==> config.mk <==
export PLATFORM = sky130hd
export DESIGN_NAME = key_seq_reader
export DESIGN_NICKNAME = d
export VERILOG_FILES = /design/src/rtl/key_reader_pkg.sv /design/src/rtl/key_strobe_timer.sv /design/src/rtl/key_seq_reader.sv
export SDC_FILE = /design/constraint.sdc
export NUM_CORES = 1
export LEC_CHECK = 0
export CAP_MARGIN = 20
export CORE_AREA = 2 2 84 86
export CTS_CLUSTER_SIZE = 8
export DETAILED_ROUTE_END_ITERATION = 8
export DIE_AREA = 0 0 86 88
export PLACE_DENSITY = 0.74
export SLEW_MARGIN = 20
export SYNTH_ARGS = -nofsm -noshare
export SYNTH_HDL_FRONTEND = slang
export SYNTH_SLANG_ARGS = --single-unit
==> constraint.sdc <==
create_clock -name clk -period 2.3 [get_ports clk]
set_input_delay 0.46 -clock clk [delete_from_list [all_inputs] [get_ports clk]]
set_output_delay 0.46 -clock clk [all_outputs]
set_load 0.05 [all_outputs]
==> src/rtl/key_reader_pkg.sv <==
// rtl/key_reader_pkg.sv - shared states and bus constants for the key sequence reader
package key_reader_pkg;

  typedef enum logic [2:0] {
    IDLE    = 3'd0,
    SETUP   = 3'd1,
    STROBE  = 3'd2,
    RECOVER = 3'd3,
    DONE    = 3'd4
  } key_state_t;

  // Address bits that select the key device during a step
  localparam logic DEV_BA13 = 1'b0;
  localparam logic DEV_BA12 = 1'b1;

  // Address bits parked while idle so the key device is never addressed
  localparam logic IDLE_BA13 = 1'b1;
  localparam logic IDLE_BA12 = 1'b0;

endpackage

==> src/rtl/key_strobe_timer.sv <==
// rtl/key_strobe_timer.sv - down-counter that times the select-low window
module key_strobe_timer (
  input  logic       clk,
  input  logic       rst,
  input  logic       load,
  input  logic [3:0] len,
  output logic       expired
);

  logic [3:0] cnt_q;
  logic [3:0] cnt_d;

  // Load len-1 so a window of len cycles ends on the cycle the count reads zero
  always_comb begin
    cnt_d = cnt_q;
    if (load) begin
      cnt_d = len - 4'd1;
    end else if (cnt_q != 4'd0) begin
      cnt_d = cnt_q - 4'd1;
    end
  end

  // Counter register
  always_ff @(posedge clk) begin
    if (rst) begin
      cnt_q <= 4'd0;
    end else begin
      cnt_q <= cnt_d;
    end
  end

  assign expired = (cnt_q == 4'd0);

endmodule

==> src/rtl/key_seq_reader.sv <==
// rtl/key_seq_reader.sv - strobes a serial key device and collects its bits LSB-first
module key_seq_reader
  import key_reader_pkg::*;
#(
  parameter int MAX_BITS   = 32,
  parameter int STROBE_LEN = 1
) (
  input  logic                clk,
  input  logic                rst,
  input  logic                start,
  input  logic [3:0]          step_sel,
  input  logic [5:0]          nbits,
  input  logic                abort,
  input  logic                sdrd,
  output logic                sser_n,
  output logic                ba13,
  output logic                ba12,
  output logic [3:0]          ba_lo,
  output logic                br_w,
  output logic                busy,
  output logic                done,
  output logic [MAX_BITS-1:0] result
);

  localparam logic [5:0] MAX_W = 6'(MAX_BITS);

  key_state_t          state_q, state_d;
  logic [3:0]          sel_q, sel_d;
  logic [5:0]          count_q, count_d;
  logic [5:0]          idx_q, idx_d;
  logic [MAX_BITS-1:0] result_q, result_d;
  logic                tmr_load;
  logic                tmr_expired;

  logic                sser_n_q, sser_n_d;
  logic                ba13_q, ba13_d;
  logic                ba12_q, ba12_d;
  logic [3:0]          ba_lo_q, ba_lo_d;
  logic                br_w_q, br_w_d;
  logic                busy_q, busy_d;
  logic                done_q, done_d;
  logic                active_d;

  key_strobe_timer u_timer (
    .clk     (clk),
    .rst     (rst),
    .load    (tmr_load),
    .len     (4'(STROBE_LEN)),
    .expired (tmr_expired)
  );

  // Sequencer: abort wins over every step, and a bit is only written if not aborted
  always_comb begin
    state_d  = state_q;
    sel_d    = sel_q;
    count_d  = count_q;
    idx_d    = idx_q;
    result_d = result_q;
    tmr_load = 1'b0;
    case (state_q)
      IDLE: begin
        if (start) begin
          sel_d    = step_sel;
          count_d  = (nbits > MAX_W) ? MAX_W : nbits;
          result_d = '0;
          idx_d    = 6'd0;
          state_d  = (nbits == 6'd0) ? DONE : SETUP;
        end
      end
      SETUP: begin
        if (abort) begin
          state_d = IDLE;
        end else begin
          tmr_load = 1'b1;
          state_d  = STROBE;
        end
      end
      STROBE: begin
        if (abort) begin
          state_d = IDLE;
        end else if (tmr_expired) begin
          for (int i = 0; i < MAX_BITS; i++) begin
            if (idx_q == 6'(i)) result_d[i] = sdrd;
          end
          state_d = RECOVER;
        end
      end
      RECOVER: begin
        if (abort) begin
          state_d = IDLE;
        end else if (idx_q < count_q - 6'd1) begin
          idx_d   = idx_q + 6'd1;
          state_d = SETUP;
        end else begin
          state_d = DONE;
        end
      end
      DONE:    state_d = IDLE;
      default: state_d = IDLE;
    endcase
  end

  // Bus outputs are decoded from the next state so they leave the block as flops
  always_comb begin
    active_d = (state_d == SETUP) || (state_d == STROBE) || (state_d == RECOVER);
    sser_n_d = (state_d != STROBE);
    ba13_d   = active_d ? DEV_BA13 : IDLE_BA13;
    ba12_d   = active_d ? DEV_BA12 : IDLE_BA12;
    ba_lo_d  = active_d ? sel_d : 4'd0;
    br_w_d   = 1'b1;
    busy_d   = active_d;
    done_d   = (state_d == DONE);
  end

  // State, capture and output registers
  always_ff @(posedge clk) begin
    if (rst) begin
      state_q  <= IDLE;
      sel_q    <= 4'd0;
      count_q  <= 6'd0;
      idx_q    <= 6'd0;
      result_q <= '0;
      sser_n_q <= 1'b1;
      ba13_q   <= IDLE_BA13;
      ba12_q   <= IDLE_BA12;
      ba_lo_q  <= 4'd0;
      br_w_q   <= 1'b1;
      busy_q   <= 1'b0;
      done_q   <= 1'b0;
    end else begin
      state_q  <= state_d;
      sel_q    <= sel_d;
      count_q  <= count_d;
      idx_q    <= idx_d;
      result_q <= result_d;
      sser_n_q <= sser_n_d;
      ba13_q   <= ba13_d;
      ba12_q   <= ba12_d;
      ba_lo_q  <= ba_lo_d;
      br_w_q   <= br_w_d;
      busy_q   <= busy_d;
      done_q   <= done_d;
    end
  end

  assign sser_n = sser_n_q;
  assign ba13   = ba13_q;
  assign ba12   = ba12_q;
  assign ba_lo  = ba_lo_q;
  assign br_w   = br_w_q;
  assign busy   = busy_q;
  assign done   = done_q;
  assign result = result_q;

endmodule

==> results of run 1 <==
-- worst max-delay path: stages, from the launching register on --
cell,delay (ns)
dfxtp_2,0.32
or3_4,0.40
nor3_4,0.12
xnor2_1,0.08
ha_1,0.36
nand4_1,0.14
a21oi_2,0.20
buf_4,0.17
nor3_2,0.04
buf_4,0.14
a21o_1,0.16
a21oi_2,0.10
-- synth_stat cells, types with 8 or more instances --
cell      number  area (um2)
clkbuf_1      18        67.6
nor2_1        14        52.6
and2_1        15        93.8
nor2b_1       28         175
dfxtp_1       63        1260
ha_1          11         138
inv_1          9        33.8
xnor2_1        9        78.8
a21oi_1       59         295
o21ai_0       46         230
nand2_1       32         120
o21ai_1       13        65.1
nand3b_1       8        60.1
-- worst paths after layout --
kind                                              start                    end  slack [ns]  cells after the start
worst max-delay path            count_q[0]$_SDFFE_PP0P_  idx_q[5]$_SDFFE_PP0P_      0.0005                     11
worst min-delay path                sel_q[0]$_SDFF_PP0_    sel_q[0]$_SDFF_PP0_        0.46                      2
worst max register to register  count_q[0]$_SDFFE_PP0P_  idx_q[5]$_SDFFE_PP0P_      0.0005                     11
worst min register to register      sel_q[0]$_SDFF_PP0_    sel_q[0]$_SDFF_PP0_        0.46                      2
-- power by group --
part	internal, uW	leakage, uW	switching, uW
clock network	498	0.0000946	396
registers	1130	0.000511	32.7
logic	177	0.000839	222
total	1810	0.00144	651
-- flip-flops by register name, summed over array words and instances, names as in the netlist --
signal	flops
result	32
count_q	6
idx_q	6
ba_lo	4
sel_q	4
u_timer.cnt_q	4
state_q	3
ba12	1
ba13	1
done	1
sser_n	1
-- per-stage QoR --
stage | hold WS, ns | setup TNS (ns) | power (uW) | utilization
after floorplan | 0.434 | 0 | 1460 | -
after global placement | 0.442 | -0.0784 | 1560 | 0.559
after detailed placement | 0.457 | -0.636 | 1570 | 0.559
after CTS | 0.465 | 0 | 2460 | 0.589
after global routing | 0.483 | -1.30 | 2580 | 0.597
final | 0.461 | 0 | 2460 | 0.597
-- cell families after synthesis --
kind of cell,Yosys count
xor+xnor,10
other cells,1
flops,63
fa+ha+maj,11
compound gates,126
simple gates,130
buf+inv,37
-- timing repair --
item / in CTS / in global routing
pin swaps: 0 / 2
endpoints found under the setup margin: 14 / 15
resized for setup: 4 / 11
-- per-layer routing --
layer,part of all wire,wire length [um]
met1,0.46,3320
met3,0.057,407
met2,0.46,3320
met4,0.015,104
met5,0,0
-- area by class of cell --
| cell class | instances | area (um2) |
|---|---|---|
| Fill cell | 606 | 2680 |
| Multi-Input combinational cell | 278 | 1690 |
| Sequential cell | 63 | 1260 |
| Timing Repair Buffer | 75 | 701 |
| Clock buffer | 14 | 183 |
| Tap cell | 80 | 100 |
| Inverter | 9 | 33.8 |
==> impl_metrics.ini, run 1 <==
[grt]
grt_max_degree = 33
grtUsageMet2 = 0.325
grt_use_total = 0.198
met1_usage = 0.251
gr-total-overflow = 0
gr-max-usage-layer = met2
grt_pass1_vias = 2575
antenna_found_initial = 0
grt_pass1_wl_um = 11900
met3_usage = 0.0452

[job]
cap_violations = 0

[placed_design]
post-place-ws_ns = -0.141
hpwl_um = 5170
numPlacedInstances = 505
place.gp.congestion = 0.919
placed_area_um2 = 3710
io_buffers = 55

[synthesis]
ys_types = 41
synth_mux_area_frac = 0
synth.net_count = 404
yosysSeqAreaShare = 0.416
synth_compound_area_frac = 0.216
ys.flop_type = dfxtp_1
synth_simple_gate_area_frac = 0.241
synthAdderAreaFrac = 0.0454
synth_xor_xnor_area_share = 0.0289
syn_area_per_cell_um2 = 8.01
synth_top_family_by_area = simple AND/OR/NAND/NOR gates
synth_edf_count = 0
synthCells = 378
async_reset_ff_frac = 0
netlist_area_um2 = 3030
yosys_warnings = 0
synth-seq-cells = 63

[routing]
dr.first_iter.drc_count = 149
vias_per_cell = 5.30
drtAntennaViolNets = 0
via_count = 2751
first_pass_iters = 5
wl_per_cell_um = 13.8
drc = 0
finalWirelength_um = 7150

[status]
status = finished, final reports clean

[die]
dieWidth_um = 86
die_area_um2 = 7570
start_util = 0.456
io_pins = 57
fp-row-count = 30
core_area_um2 = 6640
dieHeight_um = 88

[clock_network]
cts_setup_buffers = 0
cts_tree = done
hold_buffers = 0
cts_buffer_depth = 2
cts_made_buffers = 9
htreeDepth = 3
cts-root-buf = clkbuf_8
cts_sinks = 63
clk_pin_slew_ns = 0.07
clkLatencyLatePin_ns = 0.34

[finish]
final_cells = 519
most-common-layout-cells = dfxtp_1, a21oi_1, clkdlybuf4s50_1
antennaDiodeCount = 0
final_cell_area_um2 = 3970
drive_above_1_share = 0.114
final_common_cell = dfxtp_1
area_growth_pct = 31.0
nets = 462

[timing]
setup_violations = 0
hold_viol = 0
period_share = 1.00
fin_crit_ns = 2.30
max-slew-margin-rel = 0.653
report.final.slew_viol_count = 0
fmax_mhz = 435
clock_skew_ns = 0.00639
fin_ws_ns = 0.000469
rsz0062_at_grt = yes
tightestPinTransition_ns = 0.518

[worst_hold_path]
worstHoldPathType = flop to flop

[worst_setup_path]
crit_path_start_kind = flop
crit_path_max_fanout = 4
worstSetupPathType = flop to flop
worstPathRequired_ns = 2.57
end_kind = flop
arrival_ns = 2.57

[pwr]
worst_ir_drop_vdd_uv = 400
p_leak_uw = 0.00144
p_per_area_nw_per_um2 = 620
Power figures use the tool's default switching activity.
==> run 2: changes to the inputs <==
- GPL_ROUTABILITY_DRIVEN: default -> 0
- SKIP_CTS_REPAIR_TIMING: default -> 1
==> impl_metrics.ini, run 2 (synthesis gave the netlist of run 1 again) <==
[timing]
rsz0062_at_grt = yes
finalSetupTns_ns = 0
whs_ns = 0.460
tightestPinTransition_ns = 0.517
period_share = 0.997
setup_violations = 0
clock_skew_ns = 0.00588
hold_viol = 0
fin_crit_ns = 2.29
max-slew-margin-rel = 0.654
fmax_mhz = 436
report.final.slew_viol_count = 0

[grt]
grt_max_degree = 33
grt_use_total = 0.197
grt_pass1_wl_um = 11800
gr-total-overflow = 0
antenna_found_initial = 0
grt_pass1_vias = 2564

[worst_setup_path]
arrival_ns = 2.56
end_kind = flop
crit_path_start_kind = flop
worstSetupPathType = flop to flop
crit_path_max_fanout = 4
worstPathRequired_ns = 2.57

[pwr]
switching_power_uw = 646
p_clk_frac = 0.363
power_frac_comb = 0.161
seq_power_share = 0.475
p_per_area_nw_per_um2 = 621
worst_ir_drop_vdd_uv = 400
cell_internal_pwr_uw = 1810
p_leak_uw = 0.00144
swShare = 0.263

[clock_network]
htreeDepth = 3
cts_sinks = 63
cts_made_buffers = 9
clkLatencyLatePin_ns = 0.33
clk_pin_slew_ns = 0.07
cts_tree = done
cts_buffer_depth = 2
cts-root-buf = clkbuf_8

[status]
status = finished, final reports clean

[finish]
drive_above_1_share = 0.112
area_growth_pct = 30.6
antennaDiodeCount = 0
largest_reg_flops = 32
final_util = 0.595
final_common_cell = dfxtp_1
fill_cells = 609
most-common-layout-cells = dfxtp_1, a21oi_1, clkdlybuf4s50_1
nets = 462

[die]
dieHeight_um = 88
start_util = 0.456
io_pins = 57
core_area_um2 = 6640
dieWidth_um = 86
die_area_um2 = 7570
fp-row-count = 30

[routing]
wl_per_cell_um = 13.9
first_pass_iters = 4
dr.first_iter.drc_count = 133
finalWirelength_um = 7190
vias_per_cell = 5.31
via_count = 2756
drc = 0
drtAntennaViolNets = 0

[placed_design]
io_buffers = 55
hpwl_um = 5170

[worst_hold_path]
worstHoldPathType = flop to flop

[job]
cap_violations = 0
## run 2: changes by cell type in the layout (fill, tap and decap cells not counted)
cell	previous run	this run
nor3_4	1	0
a21oi_4	1	0
dfxtp_2	1	0
a21oi_1	55	56
nor3b_2	2	3
nor3b_1	3	2
dfxtp_1	62	63
nor3_2	2	3
## run 2: power by group through the flow
stage / Combinational [uW] / Clock [uW] / Sequential (uW)
finish: 396 / 892 / 1170
global route: 435 / 971 / 1170
CTS: 384 / 903 / 1170
detailed placement: 384 / 0 / 1190
global placement: 375 / 0 / 1190
floorplan: 256 / 0 / 1210
## run 2: per-layer routing
metal  share of wire  wire length [um]  GRT usage  vias to the layer above
met5               0                 0          0                        -
met4           0.014               104     0.0808                        0
met3           0.059               425     0.0452                       11
met2            0.47              3350      0.321                       84
met1            0.46              3310      0.251                     1255
li1                -                 -          -                     1406
## run 2: path summary, 6_finish.rpt
kind                      startpoint                    end  slack, ns  cells past startpoint
max reg2reg  count_q[0]$_SDFFE_PP0P_  idx_q[5]$_SDFFE_PP0P_      0.006                     11
max          count_q[0]$_SDFFE_PP0P_  idx_q[5]$_SDFFE_PP0P_      0.006                     11
min              sel_q[0]$_SDFF_PP0_    sel_q[0]$_SDFF_PP0_       0.46                      2
min reg2reg      sel_q[0]$_SDFF_PP0_    sel_q[0]$_SDFF_PP0_       0.46                      2
## run 2: worst max-delay path, cell delays in order (launching register included)
cell     delay, ns
dfxtp_1       0.31
or3_4         0.39
buf_4         0.14
xor2_1        0.13
ha_1          0.31
nand4_1       0.11
a21oi_2       0.20
buf_4         0.17
nor3_2        0.04
buf_4         0.15
a21o_1        0.15
a21oi_1       0.12
## run 2: area by class of cell
type / count / area, um2 / share of cell area
clock buffer: 14 / 183 / 0.0462
inverter: 9 / 33.8 / 0.00854
multi-input combinational: 278 / 1680 / 0.424
sequential: 63 / 1260 / 0.319
tap: 80 / 100 / 0.0253
timing repair buffer: 75 / 701 / 0.177
## run 2: per-stage QoR
step	setup WS (ns)	power (uW)	cells	area, um2
after global routing	-0.146	2580	519	3960
after detailed placement	-0.141	1570	505	3710
after global placement	-0.0282	1560	505	3710
final	0.00640	2450	519	3960
after CTS	-0.150	2450	519	3900
after floorplan	0.00242	1460	378	3030
==> run 3: changes to the inputs <==
- GPL_TIMING_DRIVEN: default -> 1
==> results of run 3 <==
Final layout, timing and power as in run 2 (identical DEF).
